### config.mk
export PLATFORM = sky130hd
export DESIGN_NAME = uart_tx_scheduler
export DESIGN_NICKNAME = d
export VERILOG_FILES = /design/src/rtl/uart_pkg.sv /design/src/rtl/rr_arbiter.sv /design/src/rtl/uart_tx_scheduler.sv
export SDC_FILE = /design/constraint.sdc
export NUM_CORES = 1
export LEC_CHECK = 0
export ABC_AREA = 0
export BUFFER_PORTS_ARGS = -buffer_cell sky130_fd_sc_hd__buf_2
export CORE_MARGIN = 4
export CORE_UTILIZATION = 49
export CTS_BUF_LIST = sky130_fd_sc_hd__clkbuf_8 sky130_fd_sc_hd__clkbuf_16
export DETAILED_ROUTE_END_ITERATION = 12
export GPL_TIMING_DRIVEN = 0
export PLACE_DENSITY = 0.85
export SLEW_MARGIN = 20
export SYNTH_ARGS = -nofsm -noshare
export SYNTH_HDL_FRONTEND = slang
export SYNTH_SLANG_ARGS = --single-unit
### constraint.sdc
create_clock -name clk -period 2.16 [get_ports clk]
set_input_delay 0.108 -clock clk [delete_from_list [all_inputs] [get_ports clk]]
set_output_delay 0.108 -clock clk [all_outputs]
set_load 0.02 [all_outputs]
### src/rtl/uart_pkg.sv
// Shared types and constants for the UART transmit scheduler.
// Latency: n/a (declarations only).
// Backpressure: n/a.
package uart_pkg;

  // Line levels for the idle/stop condition and the start bit.
  localparam logic UART_IDLE_LVL  = 1'b1;
  localparam logic UART_START_LVL = 1'b0;

  // Default payload width of one frame.
  localparam int UART_DATA_W = 8;

  // Transmit FSM states. PARITY only exists when parity is compiled in.
  typedef enum logic [2:0] {
    ST_IDLE   = 3'd0,
    ST_SYNC   = 3'd1,
    ST_START  = 3'd2,
    ST_DATA   = 3'd3,
`ifdef UART_TX_PARITY_EN
    ST_PARITY = 3'd4,
`endif
    ST_STOP   = 3'd5
  } uart_tx_state_e;

endpackage

### src/rtl/rr_arbiter.sv
// Round-robin picker: first requester above ptr, wrapping to index 0.
// Latency: purely combinational, grant valid in the same cycle as req.
// Backpressure: en=0 forces an all-zero grant; pointer is owned by the caller.
module rr_arbiter #(
  parameter int NUM_REQ = 4
) (
  input  logic [NUM_REQ-1:0]         req,
  input  logic [$clog2(NUM_REQ)-1:0] ptr,
  input  logic                       en,
  output logic [NUM_REQ-1:0]         gnt,
  output logic [$clog2(NUM_REQ)-1:0] gnt_id
);

  localparam int ID_W = $clog2(NUM_REQ);

  logic            found_hi;
  logic            found_lo;
  logic [ID_W-1:0] hi_idx;
  logic [ID_W-1:0] lo_idx;

  // Find the lowest request strictly above ptr, and the lowest request overall
  // as the wrap-around fallback; the former wins when it exists.
  always_comb begin
    found_hi = 1'b0;
    found_lo = 1'b0;
    hi_idx   = '0;
    lo_idx   = '0;
    gnt      = '0;
    gnt_id   = '0;
    for (int i = 0; i < NUM_REQ; i++) begin
      if (req[i] && (ID_W'(i) > ptr) && !found_hi) begin
        found_hi = 1'b1;
        hi_idx   = ID_W'(i);
      end
      if (req[i] && !found_lo) begin
        found_lo = 1'b1;
        lo_idx   = ID_W'(i);
      end
    end
    if (en && (found_hi || found_lo)) begin
      gnt_id      = found_hi ? hi_idx : lo_idx;
      gnt[gnt_id] = 1'b1;
    end
  end

endmodule

### src/rtl/uart_tx_scheduler.sv
// Shares one UART TX line among NUM_REQ byte requesters (round-robin); optional even parity via UART_TX_PARITY_EN.
// Latency: req_ready same cycle in IDLE; start bit begins at first baud_tick after capture; frame = DATA_W+2 (+1 parity) bit periods.
// Backpressure: req_ready is low for the whole frame and while rst is high; requesters hold valid/data until accepted.
module uart_tx_scheduler
  import uart_pkg::*;
#(
  parameter int NUM_REQ = 4,
  parameter int DATA_W  = UART_DATA_W
) (
  input  logic                       clk,
  input  logic                       rst,
  input  logic                       baud_tick,
  input  logic [NUM_REQ-1:0]         req_valid,
  input  logic [NUM_REQ*DATA_W-1:0]  req_data,
  output logic [NUM_REQ-1:0]         req_ready,
  output logic                       tx,
  output logic                       busy,
  output logic [$clog2(NUM_REQ)-1:0] grant_id
);

  localparam int ID_W  = $clog2(NUM_REQ);
  localparam int IDX_W = (DATA_W > 1) ? $clog2(DATA_W) : 1;

  uart_tx_state_e     state;
  logic [ID_W-1:0]    ptr;
  logic [DATA_W-1:0]  shreg;
  logic [IDX_W-1:0]   bit_idx;
  logic [NUM_REQ-1:0] gnt;
  logic [ID_W-1:0]    gnt_id;
  logic               arb_en;
  logic               capture;
  logic [DATA_W-1:0]  sel_data;
`ifdef UART_TX_PARITY_EN
  logic               par_q;
`endif

  // Grants are only offered while idle and never during reset.
  assign arb_en = (state == ST_IDLE) && !rst;

  rr_arbiter #(
    .NUM_REQ(NUM_REQ)
  ) u_arb (
    .req   (req_valid),
    .ptr   (ptr),
    .en    (arb_en),
    .gnt   (gnt),
    .gnt_id(gnt_id)
  );

  assign req_ready = gnt;
  assign capture   = |(req_valid & gnt);

  // Select the granted requester's payload with a one-hot mux.
  always_comb begin
    sel_data = '0;
    for (int i = 0; i < NUM_REQ; i++) begin
      if (gnt[i]) begin
        sel_data = req_data[i*DATA_W +: DATA_W];
      end
    end
  end

`ifdef UART_TX_PARITY_EN
  // Even parity of the accepted byte, computed once at capture.
  always_ff @(posedge clk or posedge rst) begin
    if (rst) begin
      par_q <= 1'b0;
    end else if ((state == ST_IDLE) && capture) begin
      par_q <= ^sel_data;
    end
  end
`endif

  // Transmit FSM: capture in IDLE, then one state per baud period. The data
  // bits leave LSB first from a right-shifting register.
  always_ff @(posedge clk or posedge rst) begin
    if (rst) begin
      state    <= ST_IDLE;
      tx       <= UART_IDLE_LVL;
      busy     <= 1'b0;
      grant_id <= '0;
      ptr      <= ID_W'(NUM_REQ - 1);
      shreg    <= '0;
      bit_idx  <= '0;
    end else begin
      case (state)
        ST_IDLE: begin
          tx <= UART_IDLE_LVL;
          // A baud_tick on the capture edge is deliberately ignored so the
          // SYNC state always lasts up to the next full tick.
          if (capture) begin
            shreg    <= sel_data;
            grant_id <= gnt_id;
            ptr      <= gnt_id;
            busy     <= 1'b1;
            state    <= ST_SYNC;
          end
        end
        ST_SYNC: begin
          if (baud_tick) begin
            state <= ST_START;
            tx    <= UART_START_LVL;
          end
        end
        ST_START: begin
          if (baud_tick) begin
            state   <= ST_DATA;
            bit_idx <= '0;
            tx      <= shreg[0];
            shreg   <= shreg >> 1;
          end
        end
        ST_DATA: begin
          if (baud_tick) begin
            if (bit_idx == IDX_W'(DATA_W - 1)) begin
`ifdef UART_TX_PARITY_EN
              state <= ST_PARITY;
              tx    <= par_q;
`else
              state <= ST_STOP;
              tx    <= UART_IDLE_LVL;
`endif
            end else begin
              bit_idx <= bit_idx + 1'b1;
              tx      <= shreg[0];
              shreg   <= shreg >> 1;
            end
          end
        end
`ifdef UART_TX_PARITY_EN
        ST_PARITY: begin
          if (baud_tick) begin
            state <= ST_STOP;
            tx    <= UART_IDLE_LVL;
          end
        end
`endif
        ST_STOP: begin
          if (baud_tick) begin
            state <= ST_IDLE;
            busy  <= 1'b0;
            tx    <= UART_IDLE_LVL;
          end
        end
        default: begin
          state <= ST_IDLE;
          busy  <= 1'b0;
          tx    <= UART_IDLE_LVL;
        end
      endcase
    end
  end

endmodule

==> metrics.log, run 1 <==
[metrics] status: finished with violations
[metrics] violated checks: negative hold slack
[metrics] sequential cell area in the final layout: 504 um^2
[metrics] Pleak: 0.856 nW
[metrics] endpoint type of the worst setup path: output port
[metrics] DPL Wire Length: 2630 um
[metrics] wire length reported by the detailed router: 3690 um
[metrics] Hold Buf Count CTS: 0
[metrics] CTS max path bufs: 2
[metrics] Worst Max-Slew Pin Slew: 0.775 ns
[metrics] Final Critical Period: 2.10 ns
[metrics] proportion of layout cells with a drive suffix above 1: 34.5%
[metrics] core outline area: 2540 um^2
[metrics] post-route clock skew: 0.00662 ns
[metrics] post-synthesis cell type with the largest combined area: sky130_fd_sc_hd__dfrtp_1
[metrics] number of instances in the synthesized netlist: 150
[metrics] initial core utilization: 52.8%
[metrics] tightest slew margin relative to the limit: 48.3%
[metrics] portion of the clock cycle consumed by the worst path in the final layout: 97.2%
[metrics] number of buffers added on ports: 45
[metrics] area of the multi-input gates: 801 um^2
[metrics] worst-case vdd ir drop: 0.774 mV
[metrics] ratio of total power to cell area: 1110 nW/um^2
[metrics] synth warn: 0
[metrics] number of H-tree levels: 1
[metrics] number of fill cells: 199
[metrics] y dimension of the die: 60.3 um
[metrics] Area Growth Syn to Fin: 27.8%
[metrics] # diodes: 0
[metrics] GRT Resource Usage Total: 22.2%
[metrics] Avg Vias per Cell: 6.06
[metrics] later-pin clock latency in the skew report: 0.26 ns
[metrics] cell chosen for the clock root: sky130_fd_sc_hd__clkbuf_8
[metrics] worst path required time: 2.05 ns
[metrics] net count reported at finish: 245
[metrics] final standard cell area without fillers: 1720 um^2
[metrics] row count: 18
[metrics] detailed-route DRC error count: 0
[metrics] Avg WL per Cell: 15.9 um
[metrics] worst hold slack after final layout: -0.00915 ns
[metrics] CTS buffer count: 3
[metrics] GP Congestion: 0.805
[metrics] fraction of the yosys area taken by sequential cells: 37.6%
[metrics] setup-violating endpoint count in the final report: 0
[metrics] final non-filler cell total: 233
[metrics] post-synthesis instance area: 1340 um^2
[metrics] number of synthesized flops with an enable pin: 0
[metrics] Remaining Overflow, GRT: 0
[metrics] area share of the largest cell type after synthesis: 31.7%
[metrics] Die X: 60.3 um
[metrics] count of endpoints failing hold in the final timing report: 17
[metrics] number of clock sinks: 20
[metrics] placed cell count: 225
[metrics] vias after detailed routing: 1413
[metrics] source of the critical timing path: ptr[1]$_DFFE_PP1P_
[metrics] startpoint type of the worst setup path: flop
[metrics] I/O pin count: 47
[metrics] share of flip-flops with an asynchronous set or reset: 100%
[metrics] logic depth of the worst register-to-register path: 7
[metrics] number of nets still failing antenna checks after routing: 0
[metrics] class of the tightest hold or removal check: input pin to asynchronous set/reset pin
[metrics] predominant post-synthesis flop cell: sky130_fd_sc_hd__dfrtp_1
[metrics] Placement Cell Area: 1610 um^2
[metrics] die area: 3640 um^2
[metrics] clock-pin slew of the registers on the worst-case setup and hold paths: 0.08 ns
[metrics] most frequently used cell type in the post-synthesis netlist: sky130_fd_sc_hd__dfrtp_1
[metrics] global-route wire length before repair: 6220 um
[metrics] reg-to-reg critical path startpoint: bit_idx[0]$_DFFE_PP0P_
[metrics] max-capacitance violation count: 0
[metrics] CTS tree: built
[metrics] average instance area after synthesis: 8.95 um^2
[metrics] max frequency: 476 MHz
[metrics] post-synth cell types: 42
[metrics] Commonest cells post-synth: 17 x sky130_fd_sc_hd__dfrtp_1, 16 x sky130_fd_sc_hd__nand3_1, 11 x sky130_fd_sc_hd__nand2_1
[metrics] Critical Setup Path Class: flop to output port
[metrics] top cells by area, synth: sky130_fd_sc_hd__dfrtp_1 32%, sky130_fd_sc_hd__mux2i_1 6.7%, sky130_fd_sc_hd__nand3_1 6.0%
[metrics] DRT iter0 DRCs: 56
[metrics] antenna violations before repair: 0
[metrics] worst endpoint data arrival time: 1.99 ns
[metrics] synthesis-stage register bit count: 20
[metrics] vias in the first global route: 1474
[metrics] total iterations of the first detailed-routing run: 4
[metrics] peak fanout along the critical path: 9
[metrics] Slew Viols, Final: 0
[metrics] pin count of the biggest net entering global routing: 21
[metrics] syn_nets: 191
## registers in the layout, indices dropped and copies added, names as in the netlist
name and flops:
bit_idx 3, busy 1, grant_id 2, ptr 2
shreg 8, state 3, tx 1
## metal layers
layer / global-route usage, % / wire length (um) / vias up
met5: 0 / 0 / -
met4: 7.91 / 49 / 0
met3: 4.89 / 287 / 6
met2: 38.4 / 1790 / 62
met1: 26.9 / 1570 / 675
li1: - / - / 670
## layout by cell type (no fill, tap or decap), types with 2 or more instances in the layout
master,count
sky130_fd_sc_hd__a31oi_1,8
sky130_fd_sc_hd__nor2_1,9
sky130_fd_sc_hd__dfrtp_1,17
sky130_fd_sc_hd__and3_1,2
sky130_fd_sc_hd__mux2i_1,9
sky130_fd_sc_hd__a22o_1,5
sky130_fd_sc_hd__nor2b_1,4
sky130_fd_sc_hd__ha_1,2
sky130_fd_sc_hd__buf_2,47
sky130_fd_sc_hd__buf_4,6
sky130_fd_sc_hd__clkbuf_1,3
sky130_fd_sc_hd__inv_1,5
sky130_fd_sc_hd__clkbuf_8,4
sky130_fd_sc_hd__nand3b_1,2
sky130_fd_sc_hd__nand3_1,16
sky130_fd_sc_hd__nand2b_1,6
sky130_fd_sc_hd__dfstp_2,3
sky130_fd_sc_hd__nand2_1,11
sky130_fd_sc_hd__a21oi_1,3
sky130_fd_sc_hd__or2_2,2
sky130_fd_sc_hd__a221oi_1,7
sky130_fd_sc_hd__o21ai_0,5
## path summary, 6_finish.rpt
| check | to | slack, ns |
|---|---|---|
| max | req_ready[1] | 0.06 |
| min | shreg[3]$_DFFE_PP0P_ | -0.009 |
| max reg2reg | shreg[0]$_DFFE_PP0P_ | 0.13 |
| min reg2reg | grant_id[1]$_DFFE_PP0P_ | 0.48 |
| max in group asynchronous | grant_id[0]$_DFFE_PP0P_ | 1.68 |
| min in group clk | shreg[2]$_DFFE_PP0P_ | 0.10 |
## power by group
part	switching, mW	internal (mW)	total [mW]	leakage, nW
clock	0.128	0.162	0.291	0.0288
sequential	0.119	0.546	0.665	0.241
combinational	0.526	0.427	0.953	0.586
total	0.773	1.14	1.91	0.856
## layout make-up
type | instances | area share (%)
inverter | 5 | 1.09
buffer | 6 | 1.68
sequential | 20 | 29.4
clock buffer | 4 | 3.21
multi-input combinational | 117 | 46.7
timing repair buffer | 51 | 15.8
tap | 30 | 2.19
## stage by stage
| stage | hold slack [ns] | power, mW | setup TNS, ns | setup slack [ns] | utilization, % |
|---|---|---|---|---|---|
| 2_1_floorplan | 0.0696 | 1.29 | 0 | 0.257 | - |
| 3_3_place_gp | 0.286 | 1.49 | 0 | 0.00410 | 63.1 |
| 3_5_place_dp | 0.297 | 1.54 | -0.0338 | -0.0338 | 63.1 |
| 4_1_cts | 0.0214 | 1.88 | 0 | 0.0213 | 66.4 |
| 5_1_grt | 0.0644 | 2.05 | -0.0835 | -0.0446 | 67.4 |
| 6_report | -0.00915 | 1.91 | 0 | 0.0611 | 67.4 |
## critical path, stage by stage (launching register included)
cell and delay (ns):
sky130_fd_sc_hd__dfstp_2 0.58, sky130_fd_sc_hd__mux2i_1 0.24, sky130_fd_sc_hd__o221ai_2 0.15, sky130_fd_sc_hd__or2_2 0.40, sky130_fd_sc_hd__and3_1 0.21, sky130_fd_sc_hd__buf_2 0.15
## timing repair
action	CTS	global route
resized for setup	2	4
setup buffers	4	2
pin swaps	2	2
endpoints found under the setup margin	5	4
## kinds of logic (layout without fill, tap and decap cells)
logic type,Yosys count,in the layout,synth area share (%)
simple gates,60,60,23.2
compound gates,45,45,25.8
flops,20,20,37.6
buf+inv,13,66,4.01
mux,10,10,7.55
fa+ha+maj,2,2,1.86
Power figures use the tool's default switching activity.
==> run 2: changes to the inputs <==
- CORE_UTILIZATION: 49 -> 51
- CTS_BUF_LIST: sky130_fd_sc_hd__clkbuf_8 sky130_fd_sc_hd__clkbuf_16 -> sky130_fd_sc_hd__clkbuf_4 sky130_fd_sc_hd__clkbuf_8
- PLACE_DENSITY: 0.85 -> 0.87
==> metrics.log, run 2 (synthesized netlist as in run 1, its figures left out) <==
[metrics] peak fanout along the critical path: 10
[metrics] setup-violating endpoint count in the final report: 0
[metrics] proportion of layout cells with a drive suffix above 1: 34.6%
[metrics] tightest slew margin relative to the limit: 48.6%
[metrics] initial core utilization: 53.7%
[metrics] Critical Setup Path Class: flop to output port
[metrics] wire length reported by the detailed router: 3770 um
[metrics] status: completed
[metrics] cell chosen for the clock root: sky130_fd_sc_hd__clkbuf_4
[metrics] ratio of total power to cell area: 1090 nW/um^2
[metrics] number of H-tree levels: 1
[metrics] commonest non-fill, non-tap cell in the layout: sky130_fd_sc_hd__buf_2
[metrics] CTS max path bufs: 2
[metrics] max-capacitance violation count: 0
[metrics] count of endpoints failing hold in the final timing report: 0
[metrics] DPL Wire Length: 2650 um
[metrics] largest registers ranked by flip-flop count: shreg (8), bit_idx (3), state (3)
[metrics] core outline area: 2500 um^2
[metrics] # diodes: 0
[metrics] total power: 1.87 mW
[metrics] Remaining Overflow, GRT: 0
[metrics] most used cells in the layout excluding fill and tap cells: 45 x sky130_fd_sc_hd__buf_2, 17 x sky130_fd_sc_hd__dfrtp_1, 16 x sky130_fd_sc_hd__nand3_1, 11 x sky130_fd_sc_hd__nand2_1
[metrics] class of the tightest hold or removal check: input pin to flop
[metrics] Final Critical Period: 2.15 ns
[metrics] later-pin clock latency in the skew report: 0.32 ns
[metrics] total iterations of the first detailed-routing run: 4
[metrics] CTS tree: built
[metrics] post-layout utilization of the core: 68.9%
[metrics] worst-case vdd ir drop: 0.867 mV
[metrics] Avg WL per Cell: 16.0 um
[metrics] Pleak: 0.857 nW
[metrics] net count reported at finish: 247
[metrics] pin count of the biggest net entering global routing: 21
[metrics] number of clock sinks: 20
[metrics] Slew Viols, Final: 0
[metrics] DRT iter0 DRCs: 70
[metrics] met3 Use GR: 4.36%
[metrics] number of fill cells: 179
[metrics] startpoint type of the worst setup path: flop
[metrics] most utilized layer in the global route result: met2
[metrics] CTS buffer count: 3
[metrics] antenna violations before repair: 0
[metrics] GRT Resource Usage Total: 22.3%
[metrics] endpoint type of the worst setup path: output port
[metrics] unrepaired setup endpoints after global routing: true
[metrics] max frequency: 466 MHz
[metrics] detailed-route DRC error count: 0
[metrics] register bank with the most flops: shreg
[metrics] worst path required time: 2.05 ns
[metrics] vias after detailed routing: 1402
[metrics] number of nets still failing antenna checks after routing: 0
[metrics] row count: 18
[metrics] number of buffers added on ports: 45
[metrics] Avg Vias per Cell: 5.97
[metrics] GP Congestion: 0.769
[metrics] flip-flop count of the largest register after layout: 8
[metrics] global-route wire length before repair: 5890 um
[metrics] global-route met1 utilization: 25.9%
[metrics] I/O pin count: 47
[metrics] clock-pin slew of the registers on the worst-case setup and hold paths: 0.12 ns
[metrics] Worst Max-Slew Pin Slew: 0.770 ns
[metrics] vias in the first global route: 1412
[metrics] worst endpoint data arrival time: 2.04 ns
[metrics] y dimension of the die: 59.3 um
[metrics] die area: 3520 um^2
[metrics] Area Growth Syn to Fin: 28.2%
[metrics] post-route clock skew: 0.00579 ns
[metrics] Die X: 59.3 um
[metrics] portion of the clock cycle consumed by the worst path in the final layout: 99.3%
[metrics] global-route met2 utilization: 37.8%
-- run 2: changes by cell type in the layout (fill, tap and decap cells not counted), sizes merged --
| cell | delta |
|---|---|
| buf | +1 |
| dlygate4sd3 | +1 |
-- run 2: worst paths after layout --
| check | from | to | slack (ns) | cells after the start |
|---|---|---|---|---|
| min in group asynchronous | rst | busy$_DFFE_PP0P_ | 0.47 | 3 |
| hold reg to reg | grant_id[1]$_DFFE_PP0P_ | grant_id[1]$_DFFE_PP0P_ | 0.50 | 2 |
| setup / recovery | ptr[1]$_DFFE_PP1P_ | req_ready[0] | 0.01 | 6 |
| setup reg to reg | bit_idx[0]$_DFFE_PP0P_ | shreg[1]$_DFFE_PP0P_ | 0.20 | 7 |
| max in group asynchronous | rst | shreg[2]$_DFFE_PP0P_ | 1.21 | 3 |
| hold / removal | req_data[2] | shreg[2]$_DFFE_PP0P_ | 0.04 | 3 |
-- run 2: cell type report --
type / count / area, um^2 / area share, %
plain buffers: 6 / 28.8 / 1.67
clock buffers: 4 / 36.3 / 2.11
flip-flops and latches: 20 / 504 / 29.3
inverters: 5 / 18.8 / 1.09
repair buffers: 53 / 293 / 17.0
multi-input cells: 117 / 803 / 46.7
well taps: 30 / 37.5 / 2.18
-- run 2: timing repair --
action                                 4_1_cts  5_1_grt
setup buffers                                5        2
setup endpoints to repair                    4        4
gates resized for setup                      5        4
hold buffers                                 1        0
pin swaps                                    3        2
endpoints found under the hold margin       17        0
-- run 2: critical path, stage by stage (launching register included) --
cell and delay (ns):
sky130_fd_sc_hd__dfstp_2 0.58, sky130_fd_sc_hd__mux2i_1 0.23, sky130_fd_sc_hd__o221ai_2 0.16, sky130_fd_sc_hd__nor2_2 0.19, sky130_fd_sc_hd__clkbuf_4 0.22, sky130_fd_sc_hd__and3_1 0.17, sky130_fd_sc_hd__buf_2 0.16
-- run 2: report_power, final --
| part | internal (mW) | leakage (nW) | switching [mW] |
|---|---|---|---|
| logic | 0.447 | 0.596 | 0.531 |
| clock network | 0.103 | 0.0210 | 0.128 |
| registers | 0.545 | 0.241 | 0.119 |
| total | 1.10 | 0.857 | 0.777 |
-- run 2: through the flow --
step	setup slack [ns]	TNS, ns	hold WS [ns]	cells	instance area (um^2)
3_3_place_gp	0.0518	0	0.279	225	1610
6_report	0.0147	0	0.0416	235	1720
5_1_grt	-0.0698	-0.150	0.0358	235	1720
3_5_place_dp	-0.0336	-0.0336	0.299	225	1610
4_1_cts	0.0220	0	0.0300	233	1700
2_1_floorplan	0.257	0	0.0696	150	1340
-- run 2: metal layers --
layer  wire length, um  share of wire [%]
met5                 0                  0
met4                80                2.1
met3               264                7.0
met2              1800                 48
met1              1630                 43
==> run 3: changes to the inputs <==
- CAP_MARGIN: default -> 0
- CELL_PAD_IN_SITES_DETAIL_PLACEMENT: default -> 1
- CELL_PAD_IN_SITES_GLOBAL_PLACEMENT: default -> 1
- CORE_UTILIZATION: 51 -> 37
==> metrics.log, run 3 (synthesized netlist as in run 1, its figures left out) <==
[metrics] status: completed
[metrics] vias after detailed routing: 1483
[metrics] # diodes: 0
[metrics] worst-case vdd ir drop: 0.522 mV
[metrics] wire length reported by the detailed router: 4780 um
[metrics] number of buffers added on ports: 45
[metrics] Avg WL per Cell: 18.3 um
[metrics] row count: 21
[metrics] GP Congestion: 0.807
[metrics] Slew Viols, Final: 0
[metrics] most used cells in the layout excluding fill and tap cells: 45 x sky130_fd_sc_hd__buf_2, 17 x sky130_fd_sc_hd__dfrtp_1, 16 x sky130_fd_sc_hd__nand3_1, 16 x sky130_fd_sc_hd__buf_4, 10 x sky130_fd_sc_hd__nand2_1
[metrics] core outline area: 3420 um^2
[metrics] die area: 4660 um^2
[metrics] endpoint type of the worst setup path: output port
[metrics] Placement Cell Area: 1630 um^2
[metrics] Register-to-Register Setup Slack: 0.17 ns
[metrics] Pleak: 0.918 nW
[metrics] number of fill cells: 433
[metrics] Die X: 68.2 um
[metrics] DPL Wire Length: 3340 um
[metrics] y dimension of the die: 68.2 um
[metrics] capturing element of the worst setup path: req_ready[1]
[metrics] Critical Setup Path Class: flop to output port
[metrics] setup tns final: 0 ns
[metrics] placed cell count: 241
[metrics] flip-flop count of the largest register after layout: 8
[metrics] clock-pin slew of the registers on the worst-case setup and hold paths: 0.13 ns
[metrics] max frequency: 478 MHz
[metrics] worst endpoint data arrival time: 1.98 ns
[metrics] net count reported at finish: 257
[metrics] vias in the first global route: 1545
[metrics] CTS buffer count: 3
[metrics] total iterations of the first detailed-routing run: 4
[metrics] class of the tightest hold or removal check: input pin to flop
[metrics] cell chosen for the clock root: sky130_fd_sc_hd__clkbuf_4
[metrics] worst reg2reg endpoint: shreg[0]$_DFFE_PP0P_
[metrics] global-route wire length before repair: 7100 um
[metrics] number of clock sinks: 20
[metrics] I/O pin count: 47
[metrics] initial core utilization: 39.3%
[metrics] unrepaired setup endpoints after global routing: true
[metrics] count of endpoints failing hold in the final timing report: 0
[metrics] final standard cell area without fillers: 1870 um^2
[metrics] post-route clock skew: 0.00318 ns
[metrics] peak fanout along the critical path: 5
[metrics] worst hold slack after final layout: 0.0571 ns
[metrics] commonest non-fill, non-tap cell in the layout: sky130_fd_sc_hd__buf_2
[metrics] register bank with the most flops: shreg
[metrics] CTS tree: built
[metrics] number of H-tree levels: 1
[metrics] startpoint type of the worst setup path: flop
[metrics] final non-filler cell total: 261
[metrics] reg-to-reg critical path startpoint: ptr[1]$_DFFE_PP1P_
[metrics] source of the critical timing path: ptr[1]$_DFFE_PP1P_
[metrics] GRT Resource Usage Total: 20.0%
[metrics] Avg Vias per Cell: 5.68
[metrics] logic depth of the worst register-to-register path: 7
[metrics] ratio of total power to cell area: 1140 nW/um^2
[metrics] Area Growth Syn to Fin: 39.1%
[metrics] worst path required time: 2.05 ns
[metrics] tightest slew margin relative to the limit: 45.9%
[metrics] DRT iter0 DRCs: 76
[metrics] largest registers ranked by flip-flop count: shreg (8), bit_idx (3), state (3)
[metrics] CTS max path bufs: 2
[metrics] Final Critical Period: 2.09 ns
[metrics] number of nets still failing antenna checks after routing: 0
[metrics] setup-violating endpoint count in the final report: 0
[metrics] later-pin clock latency in the skew report: 0.31 ns
[metrics] Remaining Overflow, GRT: 0
[metrics] portion of the clock cycle consumed by the worst path in the final layout: 96.8%
[metrics] proportion of layout cells with a drive suffix above 1: 39.5%
[metrics] max-capacitance violation count: 0
[metrics] Worst Max-Slew Pin Slew: 0.811 ns
[metrics] pin count of the biggest net entering global routing: 21
[metrics] antenna violations before repair: 0
[metrics] detailed-route DRC error count: 0
run 3: cell types whose count changed in the layout (fill, tap and decap cells not counted), sizes merged:
| cell | change |
|---|---|
| bufinv | +1 |
| clkbuf | -2 |
| buf | +11 |
run 3: routing by layer:
| layer | wire [um] | vias up | share of wire, % | track usage [%] |
|---|---|---|---|---|
| met5 | 0 | - | 0 | 0 |
| met1 | 1830 | 719 | 38 | 23.1 |
| met2 | 2590 | 58 | 54 | 37.1 |
| met3 | 234 | 13 | 4.9 | 3.45 |
| li1 | - | 693 | - | - |
| met4 | 122 | 0 | 2.6 | 5.71 |
run 3: repair_timing:
item | in CTS | in global routing
pin swaps | 2 | 8
resized for setup | 7 | 13
hold endpoints to repair | 17 | 0
setup buffers | 5 | 12
endpoints found under the setup margin | 12 | 4
hold buffers | 1 | 0
run 3: stage by stage:
| step | total power [mW] | setup WS (ns) | util, % |
|---|---|---|---|
| 4_1_cts | 1.96 | 0.00225 | 50.9 |
| 6_report | 2.13 | 0.0699 | 54.7 |
| 2_1_floorplan | 1.29 | 0.257 | - |
| 3_5_place_dp | 1.57 | -0.0959 | 47.6 |
| 3_3_place_gp | 1.50 | -0.0155 | 47.6 |
| 5_1_grt | 2.28 | -0.0431 | 54.7 |
run 3: worst min path at each step:
stage               cells after the start                      to          from
finish                                  3    shreg[4]$_DFFE_PP0P_  req_data[12]
global route                            3    shreg[6]$_DFFE_PP0P_   req_data[6]
CTS                                     3    shreg[3]$_DFFE_PP0P_   req_data[3]
detailed placement                      2    state[0]$_DFFE_PP0P_           rst
global placement                        2    state[0]$_DFFE_PP0P_           rst
floorplan                               1  bit_idx[0]$_DFFE_PP0P_           rst
run 3: power breakdown:
group / internal (mW) / switching (mW)
sequential: 0.545 / 0.124
combinational: 0.544 / 0.602
clock: 0.187 / 0.130
run 3: final cells by class:
class                   instances  area (um^2)  share of cell area (%)
clock inverters                 1         30.0                    1.61
repair buffers                 63          379                    20.3
well taps                      46         57.6                    3.08
plain buffers                   6         32.5                    1.74
clock buffers                   3         22.5                    1.21
flip-flops and latches         20          504                    27.0
multi-input cells             117          823                    44.1
inverters                       5         18.8                    1.00
run 3: worst max-delay path, cell delays in order (launching register included):
cell and delay (ns):
sky130_fd_sc_hd__dfstp_2 0.61, sky130_fd_sc_hd__mux2i_1 0.25, sky130_fd_sc_hd__o221ai_2 0.17, sky130_fd_sc_hd__or2_4 0.31, sky130_fd_sc_hd__and3_1 0.18, sky130_fd_sc_hd__buf_2 0.15
